==> src/rtl/tpuv2_seq.sv <==
// tpuv2_seq: MMIO-driven sequencer for a DIM x DIM systolic matmul array.
// A command optionally clears the accumulators, then streams K operands through the skewed array.
module tpuv2_seq #(
    parameter int               DIM       = 8,
    parameter int               MAX_K     = 64,
    parameter int               ADDRW     = 16,
    parameter int               DATAW     = 64,
    parameter logic [ADDRW-1:0] CMD_ADDR  = 'h400,
    parameter logic [ADDRW-1:0] STAT_ADDR = 'h408
) (
    input  logic             clk,
    input  logic             rst_n,
    input  logic [ADDRW-1:0] addr,
    input  logic             r_w,
    input  logic [DATAW-1:0] dataIn,
    output logic [DATAW-1:0] dataOut,
    output logic             rdValid,
    output logic             mem_en,
    output logic             sys_en,
    output logic             sys_clr,
    output logic             busy,
    output logic             irq,
    output logic [1:0]       state_dbg
);
    localparam int KW = $clog2(MAX_K);
    localparam int CW = $clog2(MAX_K + 2*DIM - 2);

    localparam logic [1:0] IDLE  = 2'd0;
    localparam logic [1:0] CLEAR = 2'd1;
    localparam logic [1:0] RUN   = 2'd2;

    // Pipeline drain beyond the K operand beats: the skew fills and empties across 2*DIM-2 cycles.
    localparam logic [CW-1:0] SKEW = CW'(2*DIM - 2);

    logic [1:0]       state;
    logic [CW-1:0]    cnt;
    logic [KW-1:0]    k_m1;
    logic             done;
    logic             err;
    logic             cmd_hit;
    logic             stat_rd;
    logic             stat_wr;
    logic             start;
    logic             cmd_ignored;
    logic             last;
    logic [DATAW-1:0] stat_word;
    logic             unused_bits;

    assign cmd_hit     = r_w && (addr == CMD_ADDR);
    assign stat_rd     = !r_w && (addr == STAT_ADDR);
    assign stat_wr     = r_w && (addr == STAT_ADDR);
    assign start       = cmd_hit && (state == IDLE);
    assign cmd_ignored = cmd_hit && (state != IDLE);
    assign last        = (state == RUN) && (cnt == CW'(k_m1) + SKEW);

    assign busy      = (state != IDLE);
    assign sys_en    = (state == RUN);
    assign sys_clr   = (state == CLEAR);
    assign mem_en    = (state == RUN) && (cnt <= CW'(k_m1));
    assign state_dbg = state;

    assign unused_bits = ^{dataIn[DATAW-1:8+KW], dataIn[7:3], dataIn[1]};

    always_comb begin
        stat_word           = '0;
        stat_word[8 +: KW]  = k_m1;
        stat_word[2]        = err;
        stat_word[1]        = done;
        stat_word[0]        = busy;
    end

    always_ff @(posedge clk or negedge rst_n) begin
        if (!rst_n) begin
            state <= IDLE;
            cnt   <= '0;
            k_m1  <= '0;
        end else begin
            case (state)
                IDLE: begin
                    if (start) begin
                        state <= dataIn[0] ? RUN : CLEAR;
                        k_m1  <= dataIn[8 +: KW];
                        cnt   <= '0;
                    end
                end
                CLEAR: state <= RUN;
                RUN: begin
                    if (last) begin
                        state <= IDLE;
                        cnt   <= '0;
                    end else begin
                        cnt <= cnt + 1'b1;
                    end
                end
                default: state <= IDLE;
            endcase
        end
    end

    // Completion wins over a same-edge read clear; an ignored command wins over an err clear.
    always_ff @(posedge clk or negedge rst_n) begin
        if (!rst_n) begin
            done    <= 1'b0;
            err     <= 1'b0;
            irq     <= 1'b0;
            rdValid <= 1'b0;
            dataOut <= '0;
        end else begin
            irq     <= last;
            rdValid <= stat_rd;
            if (stat_rd)
                dataOut <= stat_word;
            if (last)
                done <= 1'b1;
            else if (start || stat_rd)
                done <= 1'b0;
            if (cmd_ignored)
                err <= 1'b1;
            else if (stat_wr && dataIn[2])
                err <= 1'b0;
        end
    end
endmodule

==> config.mk <==
export PLATFORM = sky130hd
export DESIGN_NAME = tpuv2_seq
export DESIGN_NICKNAME = d
export VERILOG_FILES = /design/src/rtl/tpuv2_seq.sv
export SDC_FILE = /design/constraint.sdc
export NUM_CORES = 1
export LEC_CHECK = 0
export BUFFER_PORTS_ARGS = -buffer_cell sky130_fd_sc_hd__buf_2
export CAP_MARGIN = 20
export CORE_ASPECT_RATIO = 1.2
export CORE_MARGIN = 4
export CORE_UTILIZATION = 36
export CTS_CLUSTER_DIAMETER = 40
export DETAILED_ROUTE_END_ITERATION = 16
export HOLD_SLACK_MARGIN = 0.03
export PLACE_DENSITY = 0.78
export SKIP_LAST_GASP = 1
export SYNTH_ARGS = -nofsm -noshare
export SYNTH_HDL_FRONTEND = slang
export SYNTH_SLANG_ARGS = --single-unit
==> constraint.sdc <==
create_clock -name clk -period 1.8 [get_ports clk]
set_input_delay 0.09 -clock clk [delete_from_list [all_inputs] [get_ports clk]]
set_output_delay 0.09 -clock clk [all_outputs]
set_load 0.01 [all_outputs]
==> impl_metrics.py, run 1 <==
metrics = {
    "critical_path": {
        "path_class": "register to output pin",
        "critPathMaxStageDelay_ps": 400,
        "end_kind": "output pin",
        "critPathMaxFanout": 3,
        "cp_slowest_cell": "dfrtp_1",
        "crit_chain": "inv_2 -> ha_4 -> nor2b_1 -> o21a_1 -> o21a_1 -> o21ai_2 -> a21oi_1 -> nor3_1 -> buf_2",
        "worstPathArrival_ps": 1980,
        "cp-start-kind": "register",
        "required_ps": 1710,
        "crit_top_cell": "o21a_1",
        "crit_buf_inv": 2,
        "crit_family": "compound AO/OA/AOI/OAI gates",
    },
    "timing": {
        "fin_crit_sh_pct": 115,
        "setup_viol": 5,
        "slew_violations": 0,
        "fin_ws_ps": -270,
        "hold_violations": 0,
        "fmax_ghz": 0.483,
        "relSlewSlack_pct": 58.4,
        "worst_pin_slew_ps": 624,
        "rsz0062_at_grt": "yes",
        "skew_ps": 5.31,
        "fin_crit_ps": 2070,
    },
    "cells_and_area": {
        "final_common_cell": "conb_1",
        "seqCellArea_sq_um": 702,
        "final_cell_mix": "55 x conb_1, 43 x buf_2, 29 x nand2_1, 27 x dfrtp_1, 18 x o21ai_0",
        "postLayoutCellArea_sq_um": 2290,
        "antennaDiodeCount": 0,
        "final_cells": 345,
        "nNetsFinal": 377,
        "multi_input_area_sq_um": 1010,
        "drive_gt1_share_pct": 26.0,
        "n_fill_cell": 507,
        "syn2layout_area_growth_pct": 19.2,
    },
    "route": {
        "post_drt_via_cell_ratio": 4.59,
        "vias": 1583,
        "drc": 0,
        "postRouteAntennaNets": 0,
        "first_pass_iters": 5,
        "drt-total-wl_um": 4210,
        "drt-initial-drc-count": 37,
        "wl_per_cell_um": 12.2,
    },
    "global_route": {
        "track_usage_pct": 12.6,
        "grt_pass1_wl_um": 6480,
        "overflow": 0,
        "grt_pass1_vias": 1511,
        "grt_max_degree": 29,
        "antenna_found_initial": 0,
    },
    "floorplan": {
        "dieArea_sq_um": 6570,
        "ios": 155,
        "num_rows": 28,
        "core_sq_um": 5040,
        "die_h_um": 88.0,
        "die_w_um": 74.7,
        "start_util_pct": 38.0,
    },
    "clocking": {
        "cts.path.max_buffers": 2,
        "cts_buffers": 3,
        "clkSinkCount": 28,
        "ctsHtreeMaxLevel": 1,
        "cts_tree": "yes",
        "clk_pin_slew_worst_paths_ps": 100,
        "root_buffer": "clkbuf_8",
        "clk_latency_ps": 280,
    },
    "synthesis": {
        "netlist_area_sq_um": 1920,
        "synth_seq_cells": 28,
        "synth_edf_count": 0,
        "ys_seq_area_share_pct": 36.5,
        "synth_async_sr_flop_share_pct": 100,
        "netlist_instances": 220,
        "synth_flop_cell": "dfrtp_1",
        "ys_warn_count": 0,
        "ys_types": 39,
        "syn_avg_cell_area_sq_um": 8.72,
    },
    "place": {
        "post-place-cells": 330,
        "gp_congestion": 0.832,
        "detailedPlace.worstSlack_ps": -63.6,
        "place_hpwl_um": 3300,
        "port_buffers": 43,
        "postPlaceCellArea_sq_um": 2070,
    },
    "status": {
        "status": "finished with violations",
        "violations": "negative setup slack",
    },
    "flow_run": {
        "maxCapViolCount": 0,
    },
    "power": {
        "powerDensity_nw_per_um2": 925,
        "total_power_mw": 2.12,
        "p_leak_nw": 1.20,
        "vdd_drop_max_mv": 0.446,
    },
    "hold_path": {
        "hp-class": "input port to register",
    },
}
## where the power goes
group / switching [mW] / leakage (nW) / internal, mW
registers: 0.0935 / 0.337 / 0.716
logic: 0.417 / 0.824 / 0.386
clock network: 0.207 / 0.0357 / 0.298
total: 0.718 / 1.20 / 1.40
## metal layers
layer / share of wire, % / vias up / wire length, um / track usage [%]
met5: 0 / - / 0 / 0
met4: 1.7 / 0 / 72 / 5.34
met3: 8.6 / 4 / 360 / 1.38
met2: 51 / 74 / 2130 / 22.8
met1: 39 / 739 / 1650 / 14.8
li1: - / 766 / - / -
## flip-flops by register name, indices dropped and copies added, names as in the netlist
register	flops
err	1
done	1
rdValid	1
irq	1
dataOut	9
cnt	7
state_dbg	2
k_m1	6
## worst register-to-register path, delay by kind of cell (launching register included)
family,cells,cell delay [ps]
AO/OA/AOI/OAI,1,320
buffers and inverters,2,260
flip-flops,1,400
AND/OR/NAND/NOR,4,590
XOR/XNOR,1,140
## synthesized netlist by cell type, types with 4 or more instances
cell type	instances	area [sq um]
buf_4	55	413
nand2_1	30	113
dfrtp_1	28	701
o21ai_0	20	100
inv_1	9	33.8
ha_1	8	100
nor2_1	6	22.5
nor4_1	6	37.5
nand3_1	5	25.0
nor3_1	5	25.0
xnor2_1	4	35.0
xor2_1	4	35.0
## kinds of logic after synthesis
| logic type | after synthesis | synth area share [%] |
|---|---|---|
| compound gates | 35 | 10.6 |
| other cells | 1 | 0.195 |
| mux | 1 | 0.587 |
| fa+ha+maj | 8 | 5.22 |
| simple gates | 72 | 19.2 |
| xor+xnor | 8 | 3.65 |
| flops | 28 | 36.5 |
| buf+inv | 67 | 24.0 |
## metrics by stage
step,util (%),setup TNS [ps],hold WS [ps]
global placement,41.0,-19.6,146
floorplan,-,0,-206
CTS,44.5,-385,41.3
detailed placement,41.0,-63.6,154
global route,45.4,-1300,34.9
finish,45.4,-375,37.5
## area by class of cell
class	count	area share (%)
clock inverter	1	1.31
multi-input combinational	179	44.1
clock buffer	3	1.80
inverter	9	1.48
sequential	28	30.7
timing repair buffer	65	17.4
tap	60	3.28
## timing repair
item                                   CTS  global route
hold buffers                             7             0
gates resized for setup                  4             8
setup endpoints to repair                2            11
pin swaps                                4             3
endpoints found under the hold margin   34             0
buffers inserted                         3             2
## path summary, 6_finish.rpt
path	start	end	slack, ps	cells past startpoint
setup / recovery	k_m1[1]$_DFFE_PN0P_	mem_en	-270	9
hold / removal	dataIn[8]	k_m1[0]$_DFFE_PN0P_	40	2
setup reg to reg	k_m1[1]$_DFFE_PN0P_	cnt[5]$_DFFE_PN0P_	-30	8
hold reg to reg	dataOut[1]$_DFFE_PN0P_	dataOut[1]$_DFFE_PN0P_	480	2
max in group asynchronous	rst_n	k_m1[3]$_DFFE_PN0P_	1010	2
min in group asynchronous	rst_n	dataOut[11]$_DFFE_PN0P_	350	2
Note: power is estimated with default switching activity, not from simulation.
==> run 2: changes to the inputs <==
--- a/config.mk
+++ b/config.mk
@@ -7,13 +7,14 @@
 export LEC_CHECK = 0
 export BUFFER_PORTS_ARGS = -buffer_cell sky130_fd_sc_hd__buf_2
 export CAP_MARGIN = 20
-export CORE_ASPECT_RATIO = 1.2
+export CORE_ASPECT_RATIO = 0.6
 export CORE_MARGIN = 4
 export CORE_UTILIZATION = 36
 export CTS_CLUSTER_DIAMETER = 40
 export DETAILED_ROUTE_END_ITERATION = 16
 export HOLD_SLACK_MARGIN = 0.03
 export PLACE_DENSITY = 0.78
+export RECOVER_POWER = 25
 export SKIP_LAST_GASP = 1
 export SYNTH_ARGS = -nofsm -noshare
 export SYNTH_HDL_FRONTEND = slang
==> run 2 against run 1 <==
The run still ends with negative setup slack left. Largest power group unchanged. Sequential power up 1%. Largest cell class unchanged. Non-clock buffer count shrank 5. Core utilization shrank 1.3 points. Global-route usage is 0.47 points lower. Combinational power down 5.0%. Fmax increased by 2.4%.
==> impl_metrics.py, run 2 (synthesis gave the netlist of run 1 again) <==
metrics = {
    "status": {
        "status": "finished with violations",
        "violations": "negative setup slack",
    },
    "route": {
        "first_pass_iters": 4,
        "met1Wirelength_um": 1940,
        "drc": 0,
        "wl_met3_um": 323,
        "highest-signal-layer": "met4",
        "post_drt_via_cell_ratio": 4.42,
        "drt-initial-drc-count": 40,
        "wl_met2_um": 1830,
        "drt-total-wl_um": 4120,
        "postRouteAntennaNets": 0,
        "vias": 1529,
        "wl_per_cell_um": 11.9,
    },
    "global_route": {
        "grt_pass1_wl_um": 6400,
        "grt_pass1_vias": 1368,
        "track_usage_pct": 12.1,
        "grt_max_degree": 29,
        "overflow": 0,
        "antenna_found_initial": 0,
    },
    "critical_path": {
        "path_class": "register to output pin",
        "worstPathArrival_ps": 1930,
        "critPathMaxFanout": 3,
        "timing.rr.start": "k_m1[1]$_DFFE_PN0P_",
        "crit_start": "k_m1[1]$_DFFE_PN0P_",
        "end_kind": "output pin",
        "crit_family": "compound AO/OA/AOI/OAI gates",
        "cp-start-kind": "register",
        "cp_slowest_cell": "dfrtp_1",
        "required_ps": 1710,
        "crit_chain": "inv_2 -> ha_4 -> nor2b_1 -> o21a_1 -> o21a_1 -> o21ai_2 -> a21oi_1 -> nor3_1 -> buf_2",
        "crit_top_cell": "o21a_1",
        "critPathMaxStageDelay_ps": 400,
        "crit_buf_inv": 2,
    },
    "cells_and_area": {
        "regMostFlops": "dataOut",
        "nNetsFinal": 372,
        "final_cell_mix": "55 x conb_1, 42 x buf_2, 29 x nand2_1, 26 x dfrtp_1, 17 x o21ai_0",
        "n_fill_cell": 533,
        "final_core_util_pct": 44.0,
        "drive_gt1_share_pct": 24.3,
        "reg_top3": "dataOut (9), cnt (7), k_m1 (6)",
        "final_common_cell": "conb_1",
        "largest_register_ffs": 9,
        "antennaDiodeCount": 0,
        "syn2layout_area_growth_pct": 17.1,
    },
    "clocking": {
        "cts.path.max_buffers": 2,
        "clk_latency_ps": 280,
        "clkSinkCount": 28,
        "cts_buffers": 3,
        "cts_tree": "yes",
        "root_buffer": "clkbuf_8",
        "clk_pin_slew_worst_paths_ps": 100,
        "ctsHtreeMaxLevel": 1,
    },
    "place": {
        "detailedPlace.worstSlack_ps": -79.8,
        "port_buffers": 43,
        "gp_congestion": 0.865,
        "place_hpwl_um": 3330,
    },
    "hold_path": {
        "holdCritStartpoint": "addr[3]",
        "hp-class": "input port to register",
    },
    "power": {
        "p_leak_nw": 1.17,
        "vdd_drop_max_mv": 0.293,
        "power_frac_seq_pct": 39.4,
        "combPwrFrac_pct": 36.8,
        "p_sw_share_pct": 34.0,
        "clock_power_share_pct": 23.9,
        "switchingPower_mw": 0.707,
        "power.internal_mw": 1.37,
        "powerDensity_nw_per_um2": 924,
    },
    "timing": {
        "relSlewSlack_pct": 54.6,
        "fin_crit_ps": 2020,
        "rsz0062_at_grt": "yes",
        "fin_hold_ws_ps": 39.7,
        "setup-tns-final_ps": -226,
        "setup_viol": 2,
        "worst_pin_slew_ps": 681,
        "slew_violations": 0,
        "fin_ws_ps": -221,
        "skew_ps": 8.52,
        "fin_crit_sh_pct": 112,
        "hold_violations": 0,
        "fmax_ghz": 0.495,
    },
    "floorplan": {
        "core_sq_um": 5100,
        "dieArea_sq_um": 6600,
        "die_h_um": 64.6,
        "start_util_pct": 37.6,
        "ios": 155,
        "num_rows": 20,
        "die_w_um": 102,
    },
    "flow_run": {
        "maxCapViolCount": 0,
    },
}
[run 2: cell count changes in the layout (fill, tap and decap cells not counted), sizes merged]
| cell | delta |
|---|---|
| buf | -6 |
| clkbuf | +1 |
[run 2: timing repair]
item,in CTS,in global routing
gates resized for setup,3,8
hold buffers,6,1
pin swaps,2,8
setup buffers,1,1
setup endpoints to repair,4,11
endpoints found under the hold margin,33,1
[run 2: per-layer routing]
| metal | up-vias | GRT usage, % |
|---|---|---|
| met4 | 0 | 2.95 |
| li1 | 759 | - |
| met3 | 2 | 4.09 |
| met5 | - | 0 |
| met1 | 719 | 17.4 |
| met2 | 49 | 17.5 |
[run 2: path summary, 6_finish.rpt]
kind | to | slack [ps] | depth (start not counted)
max | mem_en | -220 | 9
min | err$_DFFE_PN0P_ | 40 | 2
max reg2reg | cnt[3]$_DFFE_PN0P_ | 0 | 8
min reg2reg | dataOut[2]$_DFFE_PN0P_ | 470 | 2
max in group asynchronous | k_m1[3]$_DFFE_PN0P_ | 950 | 2
min in group asynchronous | cnt[6]$_DFFE_PN0P_ | 380 | 2
[run 2: power by group through the flow]
stage	Combinational, mW	Sequential [mW]	Clock (mW)
after detailed placement	0.717	0.825	0
after global routing	0.862	0.835	0.535
after CTS	0.737	0.817	0.511
after global placement	0.688	0.822	0
final	0.763	0.818	0.495
after floorplan	0.544	0.823	0
[run 2: final cells by class]
class / count / area (sq um) / area share, %
clock buffer: 3 / 41.3 / 1.84
tap: 66 / 82.6 / 3.67
sequential: 28 / 703 / 31.3
clock inverter: 1 / 30.0 / 1.34
multi-input combinational: 179 / 996 / 44.3
timing repair buffer: 60 / 360 / 16.0
inverter: 9 / 33.8 / 1.50
[run 2: stage by stage]
step	power (mW)	instances	instance area, sq um
floorplan	1.37	274	2120
global placement	1.51	334	2060
detailed placement	1.54	334	2060
CTS	2.07	345	2210
global route	2.23	346	2250
finish	2.08	346	2250
==> run 3: changes to the inputs <==
--- a/config.mk
+++ b/config.mk
@@ -12,7 +12,7 @@
 export CORE_UTILIZATION = 36
 export CTS_CLUSTER_DIAMETER = 40
 export DETAILED_ROUTE_END_ITERATION = 16
-export HOLD_SLACK_MARGIN = 0.03
+export HOLD_SLACK_MARGIN = 0.1
 export PLACE_DENSITY = 0.78
 export RECOVER_POWER = 25
 export SKIP_LAST_GASP = 1
==> run 3 against run 2 <==
The flow still finishes with violations (negative setup slack). Via count is 0.78% higher. Register-to-register slack hardly changed. Sequential power hardly changed. Worst hold slack better by 73 ps. Count of clock-buffer cells in the layout stayed put. Largest power group unchanged. Highest routed layer unchanged.
==> impl_metrics.py, run 3 (synthesis gave the netlist of run 1 again) <==
metrics = {
    "power": {
        "combPwrFrac_pct": 36.9,
        "total_power_mw": 2.08,
        "vdd_drop_max_mv": 0.293,
        "clock_power_share_pct": 23.8,
        "p_leak_nw": 1.18,
        "powerDensity_nw_per_um2": 918,
        "p_sw_share_pct": 34.1,
        "switchingPower_mw": 0.709,
        "power.internal_mw": 1.37,
        "power_frac_seq_pct": 39.3,
    },
    "cells_and_area": {
        "nNetsFinal": 374,
        "regMostFlops": "dataOut",
        "syn2layout_area_growth_pct": 18.1,
        "postLayoutCellArea_sq_um": 2270,
        "final_cell_mix": "55 x conb_1, 42 x buf_2, 29 x nand2_1, 26 x dfrtp_1, 17 x o21ai_0",
        "largest_register_ffs": 9,
        "final_cells": 348,
        "final_common_cell": "conb_1",
        "reg_top3": "dataOut (9), cnt (7), k_m1 (6)",
        "n_fill_cell": 527,
        "antennaDiodeCount": 0,
        "drive_gt1_share_pct": 24.1,
    },
    "timing": {
        "fin_ws_ps": -239,
        "relSlewSlack_pct": 54.3,
        "fin_hold_ws_ps": 113,
        "fin_crit_ps": 2040,
        "fin_crit_sh_pct": 113,
        "worst_pin_slew_ps": 685,
        "fmax_ghz": 0.490,
        "rsz0062_at_grt": "yes",
        "setup_viol": 2,
        "setup-tns-final_ps": -247,
        "skew_ps": 8.53,
        "slew_violations": 0,
        "hold_violations": 0,
    },
    "route": {
        "postRouteAntennaNets": 0,
        "first_pass_iters": 4,
        "highest-signal-layer": "met4",
        "post_drt_via_cell_ratio": 4.43,
        "drt-initial-drc-count": 43,
        "drt-total-wl_um": 4160,
        "drc": 0,
        "wl_per_cell_um": 11.9,
        "vias": 1541,
        "wl_met2_um": 1870,
        "wl_met3_um": 348,
        "met1Wirelength_um": 1910,
    },
    "global_route": {
        "overflow": 0,
        "antenna_found_initial": 0,
        "track_usage_pct": 12.3,
        "grt_max_degree": 29,
        "grt_pass1_vias": 1382,
        "grt_pass1_wl_um": 6470,
    },
    "critical_path": {
        "reg2reg_depth": 8,
        "crit_top_cell": "o21a_1",
        "rr_endpoint": "cnt[3]$_DFFE_PN0P_",
        "cp-start-kind": "register",
        "critPathMaxFanout": 3,
        "timing.rr.start": "k_m1[1]$_DFFE_PN0P_",
        "cp_slowest_cell": "dfrtp_1",
        "path_class": "register to output pin",
        "crit_buf_inv": 2,
        "r2r_setup_slack_ps": -10,
        "worstPathArrival_ps": 1950,
        "required_ps": 1710,
        "end_kind": "output pin",
        "critPathMaxStageDelay_ps": 400,
        "crit_chain": "inv_2 -> ha_4 -> nor2b_1 -> o21a_1 -> o21a_1 -> o21ai_2 -> a21oi_1 -> nor3_1 -> buf_2",
        "crit_family": "compound AO/OA/AOI/OAI gates",
    },
    "clocking": {
        "cts_buffers": 3,
        "cts.path.max_buffers": 2,
        "clk_latency_ps": 280,
        "clkSinkCount": 28,
        "ctsHtreeMaxLevel": 1,
        "cts_tree": "yes",
        "root_buffer": "clkbuf_8",
        "clk_pin_slew_worst_paths_ps": 100,
    },
    "place": {
        "port_buffers": 43,
        "postPlaceCellArea_sq_um": 2060,
        "place_hpwl_um": 3330,
        "gp_congestion": 0.865,
        "post-place-cells": 334,
    },
    "floorplan": {
        "core_sq_um": 5100,
        "die_h_um": 64.6,
        "dieArea_sq_um": 6600,
        "num_rows": 20,
        "die_w_um": 102,
        "start_util_pct": 37.6,
        "ios": 155,
    },
    "flow_run": {
        "maxCapViolCount": 0,
    },
    "hold_path": {
        "holdCritStartpoint": "dataIn[2]",
        "hp-class": "input port to register",
        "holdPathEnd": "err$_DFFE_PN0P_",
        "holdPathStages": 4,
    },
    "status": {
        "status": "finished with violations",
        "violations": "negative setup slack",
    },
}
==> run 3: changes by cell type in the layout (fill, tap and decap cells not counted) <==
cell / delta
dlygate4sd3_1: +2
==> run 3: layout make-up <==
class,instances,area (sq um),area share (%)
multi-input cells,179,996,43.9
well taps,66,82.6,3.64
clock buffers,3,41.3,1.82
flip-flops and latches,28,703,31.0
repair buffers,62,380,16.8
inverters,9,33.8,1.49
clock inverters,1,30.0,1.32
==> run 3: timing repair <==
| action | CTS | global route |
|---|---|---|
| pin swaps | 2 | 8 |
| buffers inserted | 1 | 1 |
| resized for setup | 3 | 8 |
| endpoints found under the hold margin | 37 | 0 |
| hold buffers | 9 | 0 |
| endpoints found under the setup margin | 4 | 11 |
==> run 3: metal layers <==
metal  vias to the layer above  GRT usage, %
met5                         -             0
met4                         0          2.95
met3                         2          4.09
met2                        51          18.0
li1                        763             -
met1                       725          17.4
==> run 3: how the worst max path moves through the flow <==
stage | start | to | slack [ps] | depth (start not counted)
after floorplan | cnt[3]$_DFFE_PN0P_ | cnt[1]$_DFFE_PN0P_ | 30 | 6
after global placement | k_m1[1]$_DFFE_PN0P_ | mem_en | -10 | 9
after detailed placement | k_m1[1]$_DFFE_PN0P_ | mem_en | -80 | 9
after CTS | k_m1[1]$_DFFE_PN0P_ | mem_en | -300 | 9
after global routing | k_m1[1]$_DFFE_PN0P_ | mem_en | -320 | 9
final | k_m1[1]$_DFFE_PN0P_ | mem_en | -240 | 9
==> run 3: stage by stage <==
step	worst slack (ps)	utilization (%)
finish	-239	44.4
global route	-319	44.4
CTS	-302	43.9
detailed placement	-79.8	40.4
global placement	-13.4	40.4
floorplan	30.1	-
==> run 3: tightest hold or removal path: stages <==
cell     delay, ps
buf_2           80
nand3_1         70
nand2_1         60
o21ai_0         60
==> run 3: power by group through the flow <==
stage / Sequential (mW) / Clock, mW / Combinational, mW
final: 0.817 / 0.496 / 0.768
after detailed placement: 0.825 / 0 / 0.717
after floorplan: 0.823 / 0 / 0.544
after CTS: 0.817 / 0.511 / 0.742
after global routing: 0.835 / 0.535 / 0.866
after global placement: 0.822 / 0 / 0.688
